## config.mk

```make
export PLATFORM = sky130hd
export DESIGN_NAME = sram_like_arbiter
export DESIGN_NICKNAME = d
export VERILOG_FILES = /design/src/rtl/sram_like_arbiter.sv
export SDC_FILE = /design/constraint.sdc
export NUM_CORES = 1
export LEC_CHECK = 0
export BUFFER_PORTS_ARGS = -buffer_cell sky130_fd_sc_hd__buf_2
export CORE_AREA = 2 2 120 122
export CTS_CLUSTER_SIZE = 8
export DETAILED_ROUTE_END_ITERATION = 6
export DIE_AREA = 0 0 122 124
export GPL_TIMING_DRIVEN = 0
export SLEW_MARGIN = 20
export SYNTH_ARGS = -nofsm -noshare
export SYNTH_HDL_FRONTEND = slang
export SYNTH_SLANG_ARGS = --single-unit
```

## constraint.sdc

```tcl
create_clock -name clk -period 1.7 [get_ports clk]
set_input_delay 0.17 -clock clk [delete_from_list [all_inputs] [get_ports clk]]
set_output_delay 0.17 -clock clk [all_outputs]
set_load 0.05 [all_outputs]
```

## src/rtl/sram_like_arbiter.sv

```systemverilog
// sram_like_arbiter: shares one downstream SRAM-like master port between an
// instruction-fetch requester (i_*) and a data requester (d_*). At most one
// transaction is outstanding. Data wins ties unless fetch has been passed over
// INST_STARVE_LIMIT times in a row.
//
// Ports:
//   clk, reset                      clock, synchronous active-high reset
//   i_req/i_wr/i_size/i_addr/i_wdata  instruction request fields (in)
//   i_addr_ok/i_data_ok/i_rdata       instruction handshakes and read data (out)
//   d_req/d_wr/d_size/d_addr/d_wdata  data request fields (in)
//   d_addr_ok/d_data_ok/d_rdata       data handshakes and read data (out)
//   m_req/m_wr/m_size/m_addr/m_wdata  downstream request (out)
//   m_addr_ok/m_data_ok/m_rdata       downstream handshakes and read data (in)
module sram_like_arbiter #(
  parameter int unsigned INST_STARVE_LIMIT = 4
) (
  input  logic        clk,
  input  logic        reset,
  input  logic        i_req,
  input  logic        i_wr,
  input  logic [1:0]  i_size,
  input  logic [31:0] i_addr,
  input  logic [31:0] i_wdata,
  output logic        i_addr_ok,
  output logic        i_data_ok,
  output logic [31:0] i_rdata,
  input  logic        d_req,
  input  logic        d_wr,
  input  logic [1:0]  d_size,
  input  logic [31:0] d_addr,
  input  logic [31:0] d_wdata,
  output logic        d_addr_ok,
  output logic        d_data_ok,
  output logic [31:0] d_rdata,
  output logic        m_req,
  output logic        m_wr,
  output logic [1:0]  m_size,
  output logic [31:0] m_addr,
  output logic [31:0] m_wdata,
  input  logic        m_addr_ok,
  input  logic        m_data_ok,
  input  logic [31:0] m_rdata
);

  typedef enum logic [1:0] {StIdle, StAddr, StData} state_e;

  state_e     state_q, state_d;
  logic       gnt_q, gnt_d;        // 0 = inst, 1 = data
  logic [3:0] skip_cnt_q, skip_cnt_d;

  logic fetch_due;
  logic data_wins;

  // Fetch is forced through once data has been preferred LIMIT times in a row.
  assign fetch_due = (skip_cnt_q == 4'(INST_STARVE_LIMIT));
  assign data_wins = d_req && !(i_req && fetch_due);

  always_comb begin
    state_d    = state_q;
    gnt_d      = gnt_q;
    skip_cnt_d = skip_cnt_q;
    unique case (state_q)
      StIdle: begin
        if (i_req || d_req) begin
          state_d = StAddr;
          gnt_d   = data_wins;
          if (data_wins && i_req) begin
            skip_cnt_d = (skip_cnt_q == 4'hf) ? 4'hf : skip_cnt_q + 4'd1;
          end else begin
            skip_cnt_d = 4'd0;
          end
        end
      end
      StAddr: begin
        if (m_addr_ok) state_d = StData;
      end
      StData: begin
        if (m_data_ok) state_d = StIdle;
      end
      default: state_d = StIdle;
    endcase
  end

  always_ff @(posedge clk) begin
    if (reset) begin
      state_q    <= StIdle;
      gnt_q      <= 1'b0;
      skip_cnt_q <= 4'd0;
    end else begin
      state_q    <= state_d;
      gnt_q      <= gnt_d;
      skip_cnt_q <= skip_cnt_d;
    end
  end

  logic in_addr;
  logic in_data;

  assign in_addr = (state_q == StAddr);
  assign in_data = (state_q == StData);

  always_comb begin
    m_req   = 1'b0;
    m_wr    = 1'b0;
    m_size  = 2'd0;
    m_addr  = 32'd0;
    m_wdata = 32'd0;
    if (in_addr) begin
      m_req   = 1'b1;
      m_wr    = gnt_q ? d_wr    : i_wr;
      m_size  = gnt_q ? d_size  : i_size;
      m_addr  = gnt_q ? d_addr  : i_addr;
      m_wdata = gnt_q ? d_wdata : i_wdata;
    end
  end

  // Handshakes are forwarded only in the phase that expects them.
  assign i_addr_ok = in_addr && m_addr_ok && !gnt_q;
  assign d_addr_ok = in_addr && m_addr_ok &&  gnt_q;
  assign i_data_ok = in_data && m_data_ok && !gnt_q;
  assign d_data_ok = in_data && m_data_ok &&  gnt_q;

  assign i_rdata = m_rdata;
  assign d_rdata = m_rdata;

endmodule

```

==> results of run 1 <==
-- sequential cells by signal, indices dropped and copies added (netlist names) --
| signal | flops |
|---|---|
| state_q | 2 |
| skip_cnt_q | 4 |
| gnt_q | 1 |
-- power groups by stage --
stage,Clock [W],Combinational (W),Sequential [W]
floorplan,0,0.00127,0.000182
global placement,0,0.00173,0.000184
detailed placement,0,0.00174,0.000184
CTS,0.000409,0.00185,0.000182
global route,0.000421,0.00203,0.000185
finish,0.000399,0.00193,0.000183
-- layer usage --
metal  global-route usage (%)  wire [um]  vias to the layer above
met5                        0          0                        -
met4                    1.293         35                        0
met3                    2.473       1025                        5
met2                    18.89       5007                      152
met1                    14.13       3890                     1200
li1                         -          -                     1381
-- through the flow --
stage	TNS [ns]	hold WS (ns)	total power [W]	instance area, um2	instances
6_report	0	0.2346	0.002512	4048	725
2_1_floorplan	-0.7664	0.3354	0.001454	1944	267
5_1_grt	-0.03477	0.2829	0.002640	4048	725
4_1_cts	-0.04606	0.2443	0.002440	3842	725
3_3_place_gp	0	0.4837	0.001915	3541	721
3_5_place_dp	0	0.4880	0.001919	3541	721
-- cell usage after synthesis --
| master | number |
|---|---|
| dfxtp_1 | 7 |
| clkbuf_1 | 1 |
| nor2_4 | 1 |
| inv_2 | 1 |
| a211oi_2 | 1 |
| a21oi_1 | 4 |
| and3_1 | 1 |
| a32oi_1 | 1 |
| nand3_2 | 1 |
| buf_6 | 1 |
| nand3b_1 | 1 |
| nand4b_1 | 1 |
| inv_1 | 3 |
| buf_4 | 69 |
| o22a_1 | 1 |
| nand2_1 | 6 |
| ha_1 | 2 |
| or2_4 | 1 |
| nand3_1 | 2 |
| nor3b_1 | 2 |
| nor4_1 | 2 |
| nor3_1 | 1 |
| or3b_1 | 1 |
| o21bai_1 | 1 |
| a21oi_2 | 1 |
| o21ai_1 | 1 |
| nand2b_1 | 2 |
| a211o_1 | 2 |
| mux2i_1 | 67 |
| buf_2 | 10 |
| nor2_1 | 72 |
-- worst max path at each step --
stage                           from          end  slack [ns]  cells past startpoint
after floorplan           state_q[0]    m_addr[0]       -0.03                      5
after global placement    state_q[0]   m_addr[18]       0.009                      6
after detailed placement  state_q[0]   m_addr[18]        0.04                      6
after CTS                      gnt_q   m_wdata[4]       -0.02                      5
after global routing      state_q[1]    m_addr[9]       -0.02                      6
final                          gnt_q  m_wdata[15]        0.07                      5
-- cells in the final DEF (no fill, tap or decap), drive strengths merged, types with 2 or more instances in the layout --
| cell type | netlist | layout |
|---|---|---|
| a211o | 2 | 2 |
| a21oi | 5 | 5 |
| buf | 80 | 349 |
| clkbuf | 1 | 10 |
| dfxtp | 7 | 7 |
| ha | 2 | 2 |
| inv | 4 | 4 |
| mux2i | 67 | 67 |
| nand2 | 6 | 6 |
| nand2b | 2 | 2 |
| nand3 | 3 | 3 |
| nor2 | 73 | 73 |
| nor3b | 2 | 2 |
| nor4 | 2 | 2 |
-- worst max-delay path, cell delays in order (launching register included) --
cell	delay, ns
dfxtp_1	0.33
buf_8	0.18
buf_8	0.18
mux2i_4	0.26
nor2_1	0.07
buf_2	0.21
-- area by class of cell --
type	count	area [um2]	share of cell area [%]
clock buffers	4	78.83	1.947
repair buffers	274	1582	39.07
well taps	180	225.2	5.564
plain buffers	81	676.9	16.72
flip-flops and latches	7	142.6	3.524
multi-input cells	175	1328	32.80
inverters	4	15.01	0.3709
-- timing repair --
item	in CTS	in global routing
gates resized for setup	76	63
setup endpoints to repair	47	61
endpoints found under the hold margin	0	0
buffers inserted	0	0
-- cells by family after synthesis --
| group | after synthesis |
|---|---|
| compound gates | 12 |
| fa+ha+maj | 2 |
| buf+inv | 85 |
| flops | 7 |
| mux | 67 |
| simple gates | 94 |
==> flow_summary.rst, run 1 <==
.. list-table::
   :header-rows: 1

   * - Metric
     - Value
   * - Time the final worst path needs with I/O delays and setup
     - 1.633 ns
   * - Number of fillers in the final layout
     - 1497
   * - Outcome
     - finished clean
   * - Worst slew pin tran
     - 0.4297 ns
   * - Row cnt
     - 43
   * - Clock power frac
     - 15.9%
   * - Detail Route Antenna Nets
     - 0
   * - Startpoint kind of the worst setup timing path
     - register
   * - Detailed-route DRC error count
     - 0
   * - Pin count of the biggest net entering global routing
     - 11
   * - Routability Congestion
     - 0.7666
   * - Leakage dissipation
     - 2.146 nW
   * - Core area
     - 13720 um2
   * - Setup slack of the most critical reg-to-reg path
     - 0.31 ns
   * - Die W
     - 122 um
   * - Reg power frac
     - 7.3%
   * - Final routed wire length divided by cell count
     - 13.74 um
   * - Cell type with the largest total area after synthesis
     - mux2i_1
   * - Dominant combinational cell family by area after synthesis
     - multiplexers
   * - Maximum clock insertion buffer count
     - 2
   * - Count of H-tree levels built during CTS
     - 1
   * - Post-synthesis share of cell area spent on xor and xnor gates
     - 0%
   * - Worst-case headroom to the max-slew limit
     - 71.35%
   * - Startpoint of the lowest-slack register-to-register path
     - skip_cnt_q[0]
   * - Total net switching power
     - 0.001342 W
   * - # setup viols final
     - 0
   * - R2r worst-path depth
     - 6
   * - Number of warnings printed during yosys synthesis
     - 0
   * - Flip-flop and latch count after synthesis
     - 7
   * - Post-DP HPWL
     - 8.548 mm
   * - Setup Slack @ Placement
     - 0.04292 ns
   * - Number of instances in the synthesized netlist
     - 267
   * - Min setup slack post-route
     - 0.06668 ns
   * - Max_cap viols
     - 0
   * - Synth area leaders
     - mux2i_1 (35%), buf_4 (27%), nor2_1 (14%)
   * - Hold_sp
     - m_addr_ok
   * - Clock tree sinks
     - 7
   * - Total overflow reported by the global router
     - 0
   * - Critical path data required time
     - 1.53 ns
   * - Initial core utilization
     - 14.08%
   * - Share of layout cells above drive strength 1
     - 73.94%
   * - Hold path depth
     - 3
   * - Post-Route WL
     - 9.959 mm
   * - Cell Int Power
     - 0.001170 W
   * - Share of the synthesized area in the top cell type
     - 34.72%
   * - Number of antenna violations at the first check in global routing
     - 0
   * - Final core area utilization
     - 29.50%
   * - Vias in the first global route
     - 2449
   * - Critical Path AT
     - 1.46 ns
   * - Clock tree from TritonCTS
     - built
   * - Vias per Instance
     - 3.777
   * - Layout overhead on the synthesized area
     - 109.5%
   * - First-pass GRT wire length
     - 12.83 mm
   * - Maximum fanout encountered on the critical timing path
     - 10
   * - Hold_buf cts
     - 0
   * - Clk_lat worst skew
     - 0.23 ns
   * - Largest vdd supply drop
     - 0.0003554 V
   * - Count of buffers inserted at the top-level ports
     - 274
   * - Num CTS Buffers
     - 3
   * - Total via count after detailed routing
     - 2738
   * - Syn nets
     - 441
   * - Hold Crit Endpoint
     - state_q[0]
   * - Clock-pin slew on the worst setup and hold paths
     - 0.03 ns
   * - Proportion of power drawn by combinational gates
     - 76.8%
   * - Synthesized cell area
     - 1932 um2
   * - Starting DRC count in detailed routing
     - 92
   * - Sequential cell area fraction in the yosys report
     - 7.254%
   * - Die Height
     - 124 um
   * - Share of synthesized cell area in and, or, nand and nor gates
     - 21.18%
   * - Clock skew
     - 0.001500 ns
   * - Fraction of power spent switching nets
     - 53.43%
   * - Number of antenna diodes
     - 0
   * - Final net count
     - 720
   * - Startpoint-to-endpoint class of the critical path
     - register to output pin
   * - RSZ-0062 raised after global routing
     - true
   * - Total count of max-transition violations in the final report
     - 0
   * - Crit share post-route
     - 96.08%
   * - Total power density per cell area
     - 620.6 nW/um2
   * - Total iterations of the first detailed-routing run
     - 4
   * - Cell at the root of the clock tree
     - clkbuf_16
   * - Overall Global Routing Usage
     - 10.87%
   * - Count of unique library cells instantiated by Yosys
     - 31
   * - Area fraction in compound gates after synthesis
     - 4.598%
   * - Final-report hold violation count
     - 0
   * - Setup crit end kind
     - output pin
   * - Worst flop-to-flop path endpoint
     - skip_cnt_q[3]
   * - Maximum clock frequency
     - 612.2 MHz
   * - Multiplexer fraction of the synthesized cell area
     - 34.72%
   * - Path type of the worst min-delay path
     - input port to register
   * - Adder-Cell Fraction of Synth Area
     - 1.295%
   * - Die Outline Area
     - 15130 um2
   * - Post-synthesis area per instance
     - 7.235 um2
   * - Number of ports placed on the die boundary
     - 308
Power figures use the tool's default switching activity.
==> inputs of run 2 (changes only) <==
Settings changed: CORE_AREA 2 2 120 122 to 2 2 118 120, CTS_BUF_LIST set to sky130_fd_sc_hd__clkbuf_8, DIE_AREA 0 0 122 124 to 0 0 120 122.
==> run 2 against run 1 <==
Non-clock buffer count unchanged. Setup slack worse by 0.020 ns. Routed wire length decreased by 3.0%. Cell count is the same. Clock power fell by 42%. Global-route usage is 0.23 points higher. Critical path type unchanged. Largest cell class unchanged.
==> flow_summary.rst, run 2 (synthesized netlist as in run 1, its figures left out) <==
.. list-table::
   :header-rows: 1

   * - Metric
     - Value
   * - Starting DRC count in detailed routing
     - 61 (-34%)
   * - Die W
     - 120 um (-1.6%)
   * - Detail Route Antenna Nets
     - 0 (unchanged)
   * - Registers with the most flip-flops
     - skip_cnt_q: 4 flops, state_q: 2 flops, gnt_q: 1 flops
   * - Cell at the root of the clock tree
     - clkbuf_8
   * - Startpoint kind of the worst setup timing path
     - register
   * - Post-DP HPWL
     - 8.117 mm (-5.0%)
   * - Count of buffers inserted at the top-level ports
     - 274 (unchanged)
   * - Initial core utilization
     - 14.31% (+0.22 points)
   * - Number of antenna violations at the first check in global routing
     - 0 (unchanged)
   * - Hold path depth
     - 3 (unchanged)
   * - Die Height
     - 122 um (-1.6%)
   * - Crit share post-route
     - 97.23% (+1.2 points)
   * - Max_cap viols
     - 0 (unchanged)
   * - Number of ports placed on the die boundary
     - 308 (unchanged)
   * - Number of fillers in the final layout
     - 1488 (-0.60%)
   * - CP most frequent cell
     - buf_8
   * - First-pass GRT wire length
     - 13.03 mm (+1.6%)
   * - Largest vdd supply drop
     - 0.0006013 V (+69%)
   * - Detailed-route DRC error count
     - 0 (unchanged)
   * - Largest stage delay on the critical path
     - 0.33 ns (about the same)
   * - Time the final worst path needs with I/O delays and setup
     - 1.653 ns (+0.01964 ns)
   * - Hold Crit Endpoint
     - state_q[1]
   * - Final routed wire length divided by cell count
     - 13.33 um (-3.0%)
   * - Flip-flop count of the largest register after layout
     - 4 (unchanged)
   * - Clock tree sinks
     - 7 (unchanged)
   * - Leakage dissipation
     - 2.131 nW (-0.68%)
   * - Total overflow reported by the global router
     - 0 (unchanged)
   * - Proportion of power drawn by combinational gates
     - 82.3% (+5.5 points)
   * - Clock-pin slew on the worst setup and hold paths
     - 0.04 ns (about the same)
   * - Maximum fanout encountered on the critical timing path
     - 10 (unchanged)
   * - Final-report hold violation count
     - 0 (unchanged)
   * - Highest-count cells in the layout ignoring fill and taps
     - buf_2 (238), buf_4 (65), mux2i_1 (60)
   * - Cell-by-cell trace of the critical path
     - nand2b_1, buf_4, buf_8, buf_8, nor2_2, buf_6
   * - Share of layout cells above drive strength 1
     - 74.31% (+0.37 points)
   * - Fraction of power spent switching nets
     - 56.90% (+3.5 points)
   * - Count of H-tree levels built during CTS
     - 1 (unchanged)
   * - Critical Path AT
     - 1.48 ns (+0.02 ns)
   * - Outcome
     - finished clean
   * - Critical-path top delay cell
     - dfxtp_2
   * - Worst-case headroom to the max-slew limit
     - 70.33% (-1.0 points)
   * - Row cnt
     - 43 (unchanged)
   * - Total iterations of the first detailed-routing run
     - 4 (unchanged)
   * - Commonest non-fill, non-tap cell in the layout
     - buf_2
   * - Core area
     - 13500 um2 (-1.6%)
   * - Worst slew pin tran
     - 0.4450 ns (+0.01531 ns)
   * - Fin area
     - 4015 um2 (-0.80%)
   * - Number of antenna diodes
     - 0 (unchanged)
   * - Layout overhead on the synthesized area
     - 107.8%
   * - Maximum clock frequency
     - 605.0 MHz (-1.2%)
   * - Routability Congestion
     - 0.8100 (+5.7%)
   * - Maximum clock insertion buffer count
     - 2 (unchanged)
   * - Cell Int Power
     - 0.001011 W (-14%)
   * - Cell area after placement
     - 3541 um2 (unchanged)
   * - Num CTS Buffers
     - 3 (unchanged)
   * - Reg power frac
     - 7.8% (+0.5 points)
   * - Register name with the most flops
     - skip_cnt_q
   * - Dpl cells
     - 721 (unchanged)
   * - Pin count of the biggest net entering global routing
     - 11 (unchanged)
   * - Setup crit end kind
     - output pin
   * - Die Outline Area
     - 14640 um2 (-3.2%)
   * - Clock skew
     - 0.002036 ns (+0.0005362 ns)
   * - Startpoint of the lowest-slack register-to-register path
     - skip_cnt_q[0]
   * - Setup slack of the most critical reg-to-reg path
     - 0.32 ns (about the same)
   * - # setup viols final
     - 0 (unchanged)
   * - Hold_buf cts
     - 0 (unchanged)
   * - Post-Route WL
     - 9.661 mm (-3.0%)
   * - Total net switching power
     - 0.001335 W (-0.55%)
   * - Vias in the first global route
     - 2518 (+2.8%)
   * - Total negative slack for setup checks
     - 0 ns (unchanged)
   * - Fin Hold WS
     - 0.2303 ns (-0.004254 ns)
   * - Total count of max-transition violations in the final report
     - 0 (unchanged)
   * - Vias per Instance
     - 3.814 (+0.99%)
   * - RSZ-0062 raised after global routing
     - true
   * - Path type of the worst min-delay path
     - input port to register
   * - Total Power
     - 0.002346 W (-6.6%)
   * - Fin cells
     - 725 (unchanged)
   * - Critical path data required time
     - 1.53 ns (about the same)
   * - Overall Global Routing Usage
     - 11.11% (+0.23 points)
   * - Startpoint-to-endpoint class of the critical path
     - register to output pin
   * - Clock power frac
     - 9.9% (-6.0 points)
   * - Hold_sp
     - m_data_ok
   * - Final net count
     - 720 (unchanged)
   * - Total power density per cell area
     - 584.2 nW/um2 (-5.9%)
   * - Total via count after detailed routing
     - 2765 (+0.99%)
   * - Clock tree from TritonCTS
     - built
   * - Clk_lat worst skew
     - 0.23 ns (about the same)
   * - R2r worst-path depth
     - 6 (unchanged)
   * - Worst flop-to-flop path endpoint
     - skip_cnt_q[1]
## run 2: layout make-up
type                    count  area, um2  area share, %
repair buffers            274       1582          39.39
inverters                   4      15.01         0.3739
flip-flops and latches      7      142.6          3.553
clock inverters             1      3.754        0.09349
clock buffers               3      41.29          1.028
well taps                 180      225.2          5.609
multi-input cells         175       1341          33.41
plain buffers              81      664.4          16.55
## run 2: what timing repair did
action                     in CTS  in global routing
setup endpoints to repair      39                 58
buffers inserted                0                  0
resized for setup              55                 83
cloned                          0                  0
hold endpoints to repair        0                  0
## run 2: power groups by stage
stage	clock, W	combinational (W)	sequential (W)
after global routing	0.000255	0.00203	0.000184
after floorplan	0	0.00127	0.000182
after global placement	0	0.00173	0.000183
final	0.000232	0.00193	0.000182
after detailed placement	0	0.00173	0.000183
after CTS	0.000239	0.00181	0.000181
## run 2: worst max path at each step
stage / end / start / slack (ns)
2_1_floorplan: m_addr[0] / state_q[0] / -0.03
3_3_place_gp: m_addr[15] / state_q[0] / 0.05
3_5_place_dp: m_addr[15] / state_q[0] / 0.07
4_1_cts: m_addr[23] / gnt_q / -0.01
5_1_grt: m_addr[14] / state_q[1] / -0.01
6_report: m_addr[9] / state_q[1] / 0.05
## run 2: per-stage QoR
stage / worst slack (ns) / util [%]
floorplan: -0.02555 / -
global placement: 0.05436 / 26.22
CTS: -0.01251 / 27.68
finish: 0.04704 / 29.73
detailed placement: 0.07096 / 26.22
global route: -0.01328 / 29.73
## run 2: per-layer routing
layer	part of all wire, %	global-route usage (%)	vias up
met1	41	14.88	1244
met2	51	19.57	139
met5	0	0	-
met3	7.9	1.919	2
li1	-	-	1380
met4	0.14	0.5147	0
## run 2: worst max-delay path: cells and delay by family, from the launching register on
family                 cells  cell delay (ns)
flip-flops                 1             0.33
buffers and inverters      4             0.65
AND/OR/NAND/NOR            2             0.26
